==> src/rtl/hazard_pkg.sv <==
// hazard_pkg: tag entry type, select-width helper and forwarding constants
package hazard_pkg;
  localparam int TAG_AW = 8;
  localparam int FWD_RF = 0;
  typedef struct packed {
    logic valid;
    logic wr;
    logic [TAG_AW-1:0] dst;
    logic is_load;
  } tag_t;
  function automatic int sel_w(input int depth);
    return $clog2(depth + 1);
  endfunction
endpackage

==> src/rtl/fwd_hazard_unit_if.sv <==
// fwd_hazard_unit_if: ID-stage operand info in, forward selects/stall/counters out
interface fwd_hazard_unit_if #(
  parameter int REG_AW  = 3,
  parameter int DEPTH   = 3,
  parameter int NUM_SRC = 2,
  parameter int CNT_W   = 16
) ();
  localparam int SELW = hazard_pkg::sel_w(DEPTH);
  logic                      id_valid;
  logic [NUM_SRC-1:0]        id_src_valid;
  logic [NUM_SRC*REG_AW-1:0] id_src_reg;
  logic                      id_dst_wr;
  logic [REG_AW-1:0]         id_dst_reg;
  logic                      id_is_load;
  logic                      flush;
  logic                      ext_stall;
  logic [NUM_SRC*SELW-1:0]   fwd_sel;
  logic                      stall_id;
  logic [CNT_W-1:0]          stall_cnt;
  logic [CNT_W-1:0]          fwd_cnt;
  modport master (
    output id_valid, id_src_valid, id_src_reg, id_dst_wr, id_dst_reg, id_is_load, flush, ext_stall,
    input  fwd_sel, stall_id, stall_cnt, fwd_cnt
  );
  modport slave (
    input  id_valid, id_src_valid, id_src_reg, id_dst_wr, id_dst_reg, id_is_load, flush, ext_stall,
    output fwd_sel, stall_id, stall_cnt, fwd_cnt
  );
endinterface

==> src/rtl/hazard_tag_pipe.sv <==
// hazard_tag_pipe: shadow shift register of destination tags for the post-ID stages
module hazard_tag_pipe
  import hazard_pkg::*;
#(
  parameter int DEPTH = 3
) (
  input  logic                          clk,
  input  logic                          rst_n,
  input  logic                          hold,
  input  tag_t                          din,
  output logic [DEPTH*$bits(tag_t)-1:0] ents
);
  localparam int W = $bits(tag_t);
  tag_t q [DEPTH];
  always_ff @(posedge clk or negedge rst_n) begin
    if (!rst_n) begin
      for (int i = 0; i < DEPTH; i++) q[i] <= '0;
    end else if (!hold) begin
      q[0] <= din;
      for (int i = 1; i < DEPTH; i++) q[i] <= q[i-1];
    end
  end
  for (genvar e = 0; e < DEPTH; e++) begin : g_flat
    assign ents[e*W +: W] = q[e];
  end
endmodule

==> src/rtl/fwd_hazard_unit.sv <==
// fwd_hazard_unit: per-source forwarding select, load-use stall and event counters
module fwd_hazard_unit
  import hazard_pkg::*;
#(
  parameter int REG_AW     = 3,
  parameter int DEPTH      = 3,
  parameter int NUM_SRC    = 2,
  parameter int LOAD_READY = 2,
  parameter int ZERO_REG   = 0,
  parameter int CNT_W      = 16
) (
  input logic               clk,
  input logic               rst_n,
  fwd_hazard_unit_if.slave  bus
);
  localparam int SELW = sel_w(DEPTH);
  localparam int W    = $bits(tag_t);
  logic [DEPTH*W-1:0] ent_flat;
  tag_t               ent [1:DEPTH];
  logic [NUM_SRC-1:0] hazard;
  logic               issue;
  logic               fwd_any;
  tag_t               nxt;
  logic [CNT_W-1:0]   stall_q;
  logic [CNT_W-1:0]   fwd_q;
  for (genvar e = 0; e < DEPTH; e++) begin : g_unpack
    assign ent[e+1] = tag_t'(ent_flat[e*W +: W]);
  end
  // Scan oldest to youngest so the smallest matching entry index wins
  for (genvar s = 0; s < NUM_SRC; s++) begin : g_src
    logic [REG_AW-1:0] src;
    logic [SELW-1:0]   sel;
    logic              ld;
    logic              hit;
    assign src = bus.id_src_reg[s*REG_AW +: REG_AW];
    always_comb begin
      sel = '0;
      ld  = 1'b0;
      hit = 1'b0;
      for (int k = DEPTH; k >= 1; k--) begin
        if (bus.id_valid && bus.id_src_valid[s] && ent[k].valid && ent[k].wr &&
            ent[k].dst == TAG_AW'(src) && !(ZERO_REG != 0 && src == '0)) begin
          sel = SELW'(k);
          ld  = ent[k].is_load;
          hit = 1'b1;
        end
      end
    end
    assign hazard[s] = hit && ld && (int'(sel) < LOAD_READY);
    assign bus.fwd_sel[s*SELW +: SELW] = hazard[s] ? SELW'(FWD_RF) : sel;
  end
  assign bus.stall_id = |hazard & ~bus.flush;
  assign issue        = bus.id_valid & ~bus.stall_id & ~bus.flush;
  assign fwd_any      = |bus.fwd_sel;
  assign nxt = '{valid: issue, wr: bus.id_dst_wr, dst: TAG_AW'(bus.id_dst_reg), is_load: bus.id_is_load};
  hazard_tag_pipe #(.DEPTH(DEPTH)) u_pipe (
    .clk  (clk),
    .rst_n(rst_n),
    .hold (bus.ext_stall),
    .din  (nxt),
    .ents (ent_flat)
  );
  always_ff @(posedge clk or negedge rst_n) begin
    if (!rst_n) begin
      stall_q <= '0;
      fwd_q   <= '0;
    end else if (!bus.ext_stall) begin
      if (bus.stall_id && stall_q != '1) stall_q <= stall_q + 1'b1;
      if (issue && fwd_any && fwd_q != '1) fwd_q <= fwd_q + 1'b1;
    end
  end
  assign bus.stall_cnt = stall_q;
  assign bus.fwd_cnt   = fwd_q;
endmodule

==> src/flat_wrapper.sv <==
// flat-port wrapper written by rule: the top's interface ports become plain ports
module fwd_hazard_unit_flat import hazard_pkg::*;
#(
  parameter int REG_AW     = 3,
  parameter int DEPTH      = 3,
  parameter int NUM_SRC    = 2,
  parameter int LOAD_READY = 2,
  parameter int ZERO_REG   = 0,
  parameter int CNT_W      = 16
)
  (clk, rst_n, bus_id_valid, bus_id_src_valid, bus_id_src_reg, bus_id_dst_wr, bus_id_dst_reg, bus_id_is_load, bus_flush, bus_ext_stall, bus_fwd_sel, bus_stall_id, bus_stall_cnt, bus_fwd_cnt);
  fwd_hazard_unit_if #(.REG_AW(REG_AW), .DEPTH(DEPTH), .NUM_SRC(NUM_SRC), .CNT_W(CNT_W)) bus_i ();
  input logic clk;
  input logic rst_n;
  input wire logic [$bits(bus_i.id_valid)-1:0] bus_id_valid;
  input wire logic [$bits(bus_i.id_src_valid)-1:0] bus_id_src_valid;
  input wire logic [$bits(bus_i.id_src_reg)-1:0] bus_id_src_reg;
  input wire logic [$bits(bus_i.id_dst_wr)-1:0] bus_id_dst_wr;
  input wire logic [$bits(bus_i.id_dst_reg)-1:0] bus_id_dst_reg;
  input wire logic [$bits(bus_i.id_is_load)-1:0] bus_id_is_load;
  input wire logic [$bits(bus_i.flush)-1:0] bus_flush;
  input wire logic [$bits(bus_i.ext_stall)-1:0] bus_ext_stall;
  output wire logic [$bits(bus_i.fwd_sel)-1:0] bus_fwd_sel;
  output wire logic [$bits(bus_i.stall_id)-1:0] bus_stall_id;
  output wire logic [$bits(bus_i.stall_cnt)-1:0] bus_stall_cnt;
  output wire logic [$bits(bus_i.fwd_cnt)-1:0] bus_fwd_cnt;
  assign bus_i.id_valid = bus_id_valid;
  assign bus_i.id_src_valid = bus_id_src_valid;
  assign bus_i.id_src_reg = bus_id_src_reg;
  assign bus_i.id_dst_wr = bus_id_dst_wr;
  assign bus_i.id_dst_reg = bus_id_dst_reg;
  assign bus_i.id_is_load = bus_id_is_load;
  assign bus_i.flush = bus_flush;
  assign bus_i.ext_stall = bus_ext_stall;
  assign bus_fwd_sel = bus_i.fwd_sel;
  assign bus_stall_id = bus_i.stall_id;
  assign bus_stall_cnt = bus_i.stall_cnt;
  assign bus_fwd_cnt = bus_i.fwd_cnt;
  fwd_hazard_unit #(.REG_AW(REG_AW), .DEPTH(DEPTH), .NUM_SRC(NUM_SRC), .LOAD_READY(LOAD_READY), .ZERO_REG(ZERO_REG), .CNT_W(CNT_W)) u_core (.clk(clk), .rst_n(rst_n), .bus(bus_i));
endmodule
==> config.mk <==
export PLATFORM = sky130hd
export DESIGN_NAME = fwd_hazard_unit_flat
export DESIGN_NICKNAME = d
export VERILOG_FILES = /design/src/rtl/hazard_pkg.sv /design/src/rtl/fwd_hazard_unit_if.sv /design/src/rtl/hazard_tag_pipe.sv /design/src/rtl/fwd_hazard_unit.sv /design/src/flat_wrapper.sv
export SDC_FILE = /design/constraint.sdc
export NUM_CORES = 1
export LEC_CHECK = 0
export ABC_CLOCK_PERIOD_IN_PS = 2760
export CAP_MARGIN = 30
export CORE_MARGIN = 5
export CORE_UTILIZATION = 50
export CTS_CLUSTER_DIAMETER = 60
export CTS_CLUSTER_SIZE = 10
export DETAILED_ROUTE_END_ITERATION = 10
export PLACE_DENSITY = 0.82
export SYNTH_ARGS = -nofsm -noshare
export SYNTH_HDL_FRONTEND = slang
export SYNTH_SLANG_ARGS = --single-unit
==> constraint.sdc <==
create_clock -name clk -period 2.76 [get_ports clk]
set_input_delay 0.414 -clock clk [delete_from_list [all_inputs] [get_ports clk]]
set_output_delay 0.414 -clock clk [all_outputs]
set_load 0.1 [all_outputs]
-- Word level (Yosys, flattened, before mapping)
Index checks and enable logic that the tools add are counted.
W data, S select, Z words.
- flip-flop bits (word level): 50
- input port bits: 18
- output and inout port bits: 37
- add/sub/neg operators: 2
- order comparisons: 2
- equal/unequal tests: 8
- multiplexer cells: 20
- bitwise logic cells: 6
- reduce and logical (&&, ||, !) cells: 31
- operator list (kind ; number):
    $add A16 B1 Y16 const B ; 2
    $ne A16 B16 Y1 const B ; 2
    $logic_and A1 B1 Y1 ; 27
    $eq A3 B3 Y1 ; 6
    $mux W2 ; 8
    $mux W1 ; 12
    $lt A2 B2 Y1 const B ; 2
    $reduce_and A2 Y1 ; 2
    $reduce_or A4 Y1 ; 1
    $and A1 B1 Y1 ; 3
    $not A1 Y1 ; 3
    $reduce_or A2 Y1 ; 1

-- Longest topological paths before layout
- depth after elaboration: 17
- gate-level depth with buffers: 8
- depth with buffers taken out: 7

-- Cells and area by module
Synthesis repeated with hierarchy kept, for this count alone.
- cells, all modules: 256
- area, all modules: 3340.7 um^2
- modules (own cells, without submodules) (module ; times used ; cells an instance ; area an instance (um^2) ; sequential area each (um^2)):
    fwd_hazard_unit ; 1 ; 186 ; 1959.4 ; 800.8
    hazard_tag_pipe ; 1 ; 70 ; 1381.3 ; 825.8

-- Worst setup path after synthesis
Ideal clock, no wire load.
- kind: reg2out
- start point: reg u_core.u_pipe.q, in the netlist u_core.u_pipe.ents[23]
- end point: out bus_fwd_sel[2]
- data arrival time: 2.904 ns
- required time: 2.346 ns
- setup slack: -0.558 ns
- cell stages (with the launch flop): 5
- path through: dfrtp_1 -> xor2_1 -> or4_1 -> or2b_2 -> mux2i_1
- longest elaborated chain between the ends: 8
- elaborated cells between the ends (all ways): 15
- RTL lines (what ; RTL line ; source):
    from (decl) ; hazard_tag_pipe.sv:14 ; tag_t q [DEPTH];
    $eq A3 B3 Y1 (*) ; fwd_hazard_unit.sv:42 ; ent[k].dst == TAG_AW'(src) && !(ZERO_REG != 0 && src == '0)) begin
    $logic_and A1 B1 Y1 (*) ; fwd_hazard_unit.sv:41 ; if (bus.id_valid && bus.id_src_valid[s] && ent[k].valid && ent[k].wr &&
    $mux W2 / $mux W1 (equally long branches) (3 in series) ; fwd_hazard_unit.sv:41 ;
    $lt A2 B2 Y1 / $logic_and A1 B1 Y1 (equally long branches) ; fwd_hazard_unit.sv:49 ; assign hazard[s] = hit && ld && (int'(sel) < LOAD_READY);
    $logic_and A1 B1 Y1 ; fwd_hazard_unit.sv:49 ;
    $mux W2 (*) ; fwd_hazard_unit.sv:50 ; assign bus.fwd_sel[s*SELW +: SELW] = hazard[s] ? SELW'(FWD_RF) : sel;
    to (decl) ; flat_wrapper.sv:23 ; output wire logic [$bits(bus_i.fwd_sel)-1:0] bus_fwd_sel;
Every way passes the cells marked *; elsewhere a longest branch is shown, timed or not.

-- Worst setup path after layout
- start point: in bus_id_src_valid[1]
- end point: out bus_fwd_sel[2]
- longest elaborated chain between the ends: 10
- elaborated cells between the ends (all ways): 23
- RTL lines (what ; RTL line ; source):
    from (decl) ; flat_wrapper.sv:16 ; input wire logic [$bits(bus_i.id_src_valid)-1:0] bus_id_src_valid;
    $logic_and A1 B1 Y1 (*) ; fwd_hazard_unit.sv:41 ;
    $logic_and A1 B1 Y1 (3 in series) ; fwd_hazard_unit.sv:41 ;
    $mux W2 / $mux W1 (equally long branches) (3 in series) ; fwd_hazard_unit.sv:41 ;
    $lt A2 B2 Y1 / $logic_and A1 B1 Y1 (equally long branches) ; fwd_hazard_unit.sv:49 ;
    $logic_and A1 B1 Y1 ; fwd_hazard_unit.sv:49 ;
    $mux W2 (*) ; fwd_hazard_unit.sv:50 ;
Marked as above.

==> results.py <==
metrics = {
    "clock_tree": {
        "post_cts_resize_count": 3,
        "cts_root_buf": "clkbuf_8",
        "cts_setup_buffers": 0,
        "clkSinkCount": 48,
        "cts_tree": "yes",
        "ctsHoldBuffers": 0,
        "cts_buffer_depth": 2,
        "htree_levels": 2,
        "clk_pin_slew_ns": 0.08,
        "cts_buffers": 5,
        "clkLatencyLatePin_ns": 0.29,
    },
    "worst_setup_path": {
        "crit_family": "simple AND/OR/NAND/NOR gates",
        "endpoint_kind": "output pin",
        "r2r_start": "u_core.u_pipe.ents[13]",
        "crit_path_max_incr_delay_ns": 0.51,
        "cp_num_cells": 6,
        "cp_max_fo": 3,
        "crit_path_end": "bus_fwd_sel[2]",
        "worstPathCellList": "clkdlybuf4s50_1 > nand4_1 > or4_4 > or2b_2 > mux2i_2 > buf_12",
        "crit_arrival_ns": 2.21,
        "worstSetupStartpoint": "bus_id_src_valid[1]",
        "cp-start-kind": "input pin",
        "r2r_setup_slack_ns": 0.48,
        "r2r-end": "u_core.bus.fwd_cnt[15]",
        "critPathSlowestCell": "clkdlybuf4s50_1",
        "critPathKind": "input pin to output pin",
        "cp.required_ns": 2.35,
        "cp_num_buf_inv": 2,
        "rr_worst_depth": 7,
    },
    "timing": {
        "setup-violations-final": 0,
        "timing.final.crit_share_pct": 95.04,
        "drv_slew": 0,
        "fin_setup_tns_ns": 0,
        "hold_ws_ns": 0.03763,
        "worst_pin_slew_ns": 0.7145,
        "period_needed_ns": 2.623,
        "finClkSkew_ns": 0.004904,
        "hold_viol_final": 0,
        "rsz0062_at_grt": "no",
        "fmax_ghz": 0.3812,
        "max-slew-margin-rel_pct": 51.93,
        "worst_slack_ns": 0.1370,
    },
    "global_route": {
        "antenna_found_initial": 0,
        "grt_use_met3_pct": 4.176,
        "grt_use_met1_pct": 22.79,
        "grtUsageMet2_pct": 27.32,
        "busiest_layer": "met2",
        "grt.overflow.total": 0,
        "grt_pass1_wl_um": 8535,
        "grt_pass1_vias": 1789,
        "grt_usage_pct": 17.13,
        "grt_max_degree": 32,
    },
    "floorplan": {
        "row_count": 25,
        "die_height_um": 80.04,
        "start_util_pct": 51.58,
        "die_area_um2": 6406,
        "core_um2": 4755,
        "die_x_um": 80.04,
        "io-pin-count": 55,
    },
    "power_and_ir_drop": {
        "power_leakage_nw": 1.535,
        "power_mw": 1.382,
        "p_per_area_nw_per_um2": 431.3,
        "ir_drop_mv": 0.2919,
    },
    "yosys": {
        "synth_top_cell_area_share_pct": 48.98,
        "syn-cell-area_um2": 2452,
        "synth_edf_count": 0,
        "synth_seq_area_share_pct": 48.98,
        "yosys_warnings": 0,
        "yosysMostFrequentCell": "dfrtp_1",
        "synth_top_cells_by_area": "dfrtp_1 49%, xor2_1 13%, mux2_2 7.8%, xnor2_1 4.3%, nand4_1 4.1%",
        "avgSynthCellArea_um2": 11.96,
        "synth_cell_types": 31,
        "synth_nets": 225,
        "ys_top_cells_by_count": "48 x dfrtp_1, 36 x xor2_1, 17 x mux2_2",
        "synth.largest_area_cell": "dfrtp_1",
        "async_flop_share_pct": 100.0,
        "yosys_most_used_dff": "dfrtp_1",
        "syn_inst": 205,
        "ys_ff_latch": 48,
    },
    "layout": {
        "fin_nets": 294,
        "final_cells": 341,
        "area_growth_pct": 30.71,
        "fillCellCount": 410,
        "fin_util_pct": 67.42,
        "diodes": 0,
        "regArea_um2": 1201,
        "multi_input_area_um2": 1231,
        "final_cell_area_um2": 3206,
        "drive_gt1_share_pct": 35.04,
    },
    "place": {
        "post_dp_cell_area_um2": 3124,
        "gp_congestion": 0.9118,
        "dp_hpwl_um": 3740,
        "dp_slack_ns": -0.07462,
        "dpl.cell_count": 334,
        "io_buffers": 54,
    },
    "min_path": {
        "min_path_type": "input pin to async pin",
    },
    "drt": {
        "vias": 1769,
        "drc": 0,
        "drt_iter0_markers": 82,
        "drtPass1Iterations": 4,
        "wl_per_cell_um": 14.29,
        "via_per_inst": 5.188,
        "drtAntennaViolNets": 0,
        "wirelength_um": 4872,
    },
    "status": {
        "status": "finished clean",
    },
    "run": {
        "drv_cap": 0,
    },
}
[power breakdown]
part	leakage, nW	internal [mW]	total [mW]	switching (mW)
Clock	0.0410	0.172	0.384	0.211
Sequential	0.633	0.741	0.788	0.0468
Combinational	0.861	0.0901	0.211	0.121
Total	1.54	1.00	1.38	0.379
[layout make-up]
class / instances / share of cell area, %
tap: 67 / 2.615
clock buffer: 6 / 2.264
inverter: 3 / 0.3513
multi-input combinational: 151 / 38.41
sequential: 48 / 37.47
clock inverter: 1 / 0.1561
timing repair buffer: 65 / 18.74
[flip-flops by register name (all words and copies together), names as in the netlist]
signal / count
u_core.bus.fwd_cnt: 16
u_core.bus.stall_cnt: 16
u_core.u_pipe.ents: 16
[worst reg2reg max path, cell delays in order, from the launching register on]
cell	delay, ns
dfrtp_1	0.43
xor2_1	0.19
or4_4	0.56
a21oi_4	0.21
o2111ai_4	0.22
buf_12	0.23
nor4_4	0.21
xor2_1	0.16
[logic make-up after synthesis]
logic type	count (synthesis)	share of synthesized area [%]
fa+ha+maj	2	1.020
simple gates	78	20.41
buf+inv	6	1.377
mux	19	8.622
xor+xnor	48	17.14
flops	48	48.98
compound gates	4	2.449
[placed cells by master (no fill, tap or decap), types with 6 or more instances in the layout]
master / Yosys / layout
buf_12: 0 / 6
buf_4: 0 / 42
clkdlybuf4s50_1: 0 / 13
dfrtp_1: 48 / 48
mux2_2: 17 / 17
nand2_1: 11 / 11
nand3_1: 8 / 8
nand4_1: 16 / 16
nor2_1: 8 / 7
nor2_2: 9 / 10
xnor2_1: 12 / 12
xor2_1: 36 / 36
[how the worst min path moves through the flow]
| stage | start | to | slack [ns] | depth (start not counted) |
|---|---|---|---|---|
| final | rst_n | u_core.bus.stall_cnt[0] | 0.04 | 1 |
| after global routing | rst_n | u_core.bus.stall_cnt[2] | 0.06 | 1 |
| after CTS | rst_n | u_core.bus.stall_cnt[1] | 0.03 | 1 |
| after detailed placement | rst_n | u_core.bus.stall_cnt[1] | 0.36 | 1 |
| after global placement | rst_n | u_core.bus.stall_cnt[1] | 0.36 | 1 |
| after floorplan | rst_n | u_core.bus.fwd_cnt[0] | 0.12 | 0 |
[layer usage]
layer,routed length (um),vias up
met5,0,-
li1,-,862
met3,234,8
met4,89,0
met1,2264,863
met2,2285,36
Note: power is estimated with default switching activity, not from simulation.
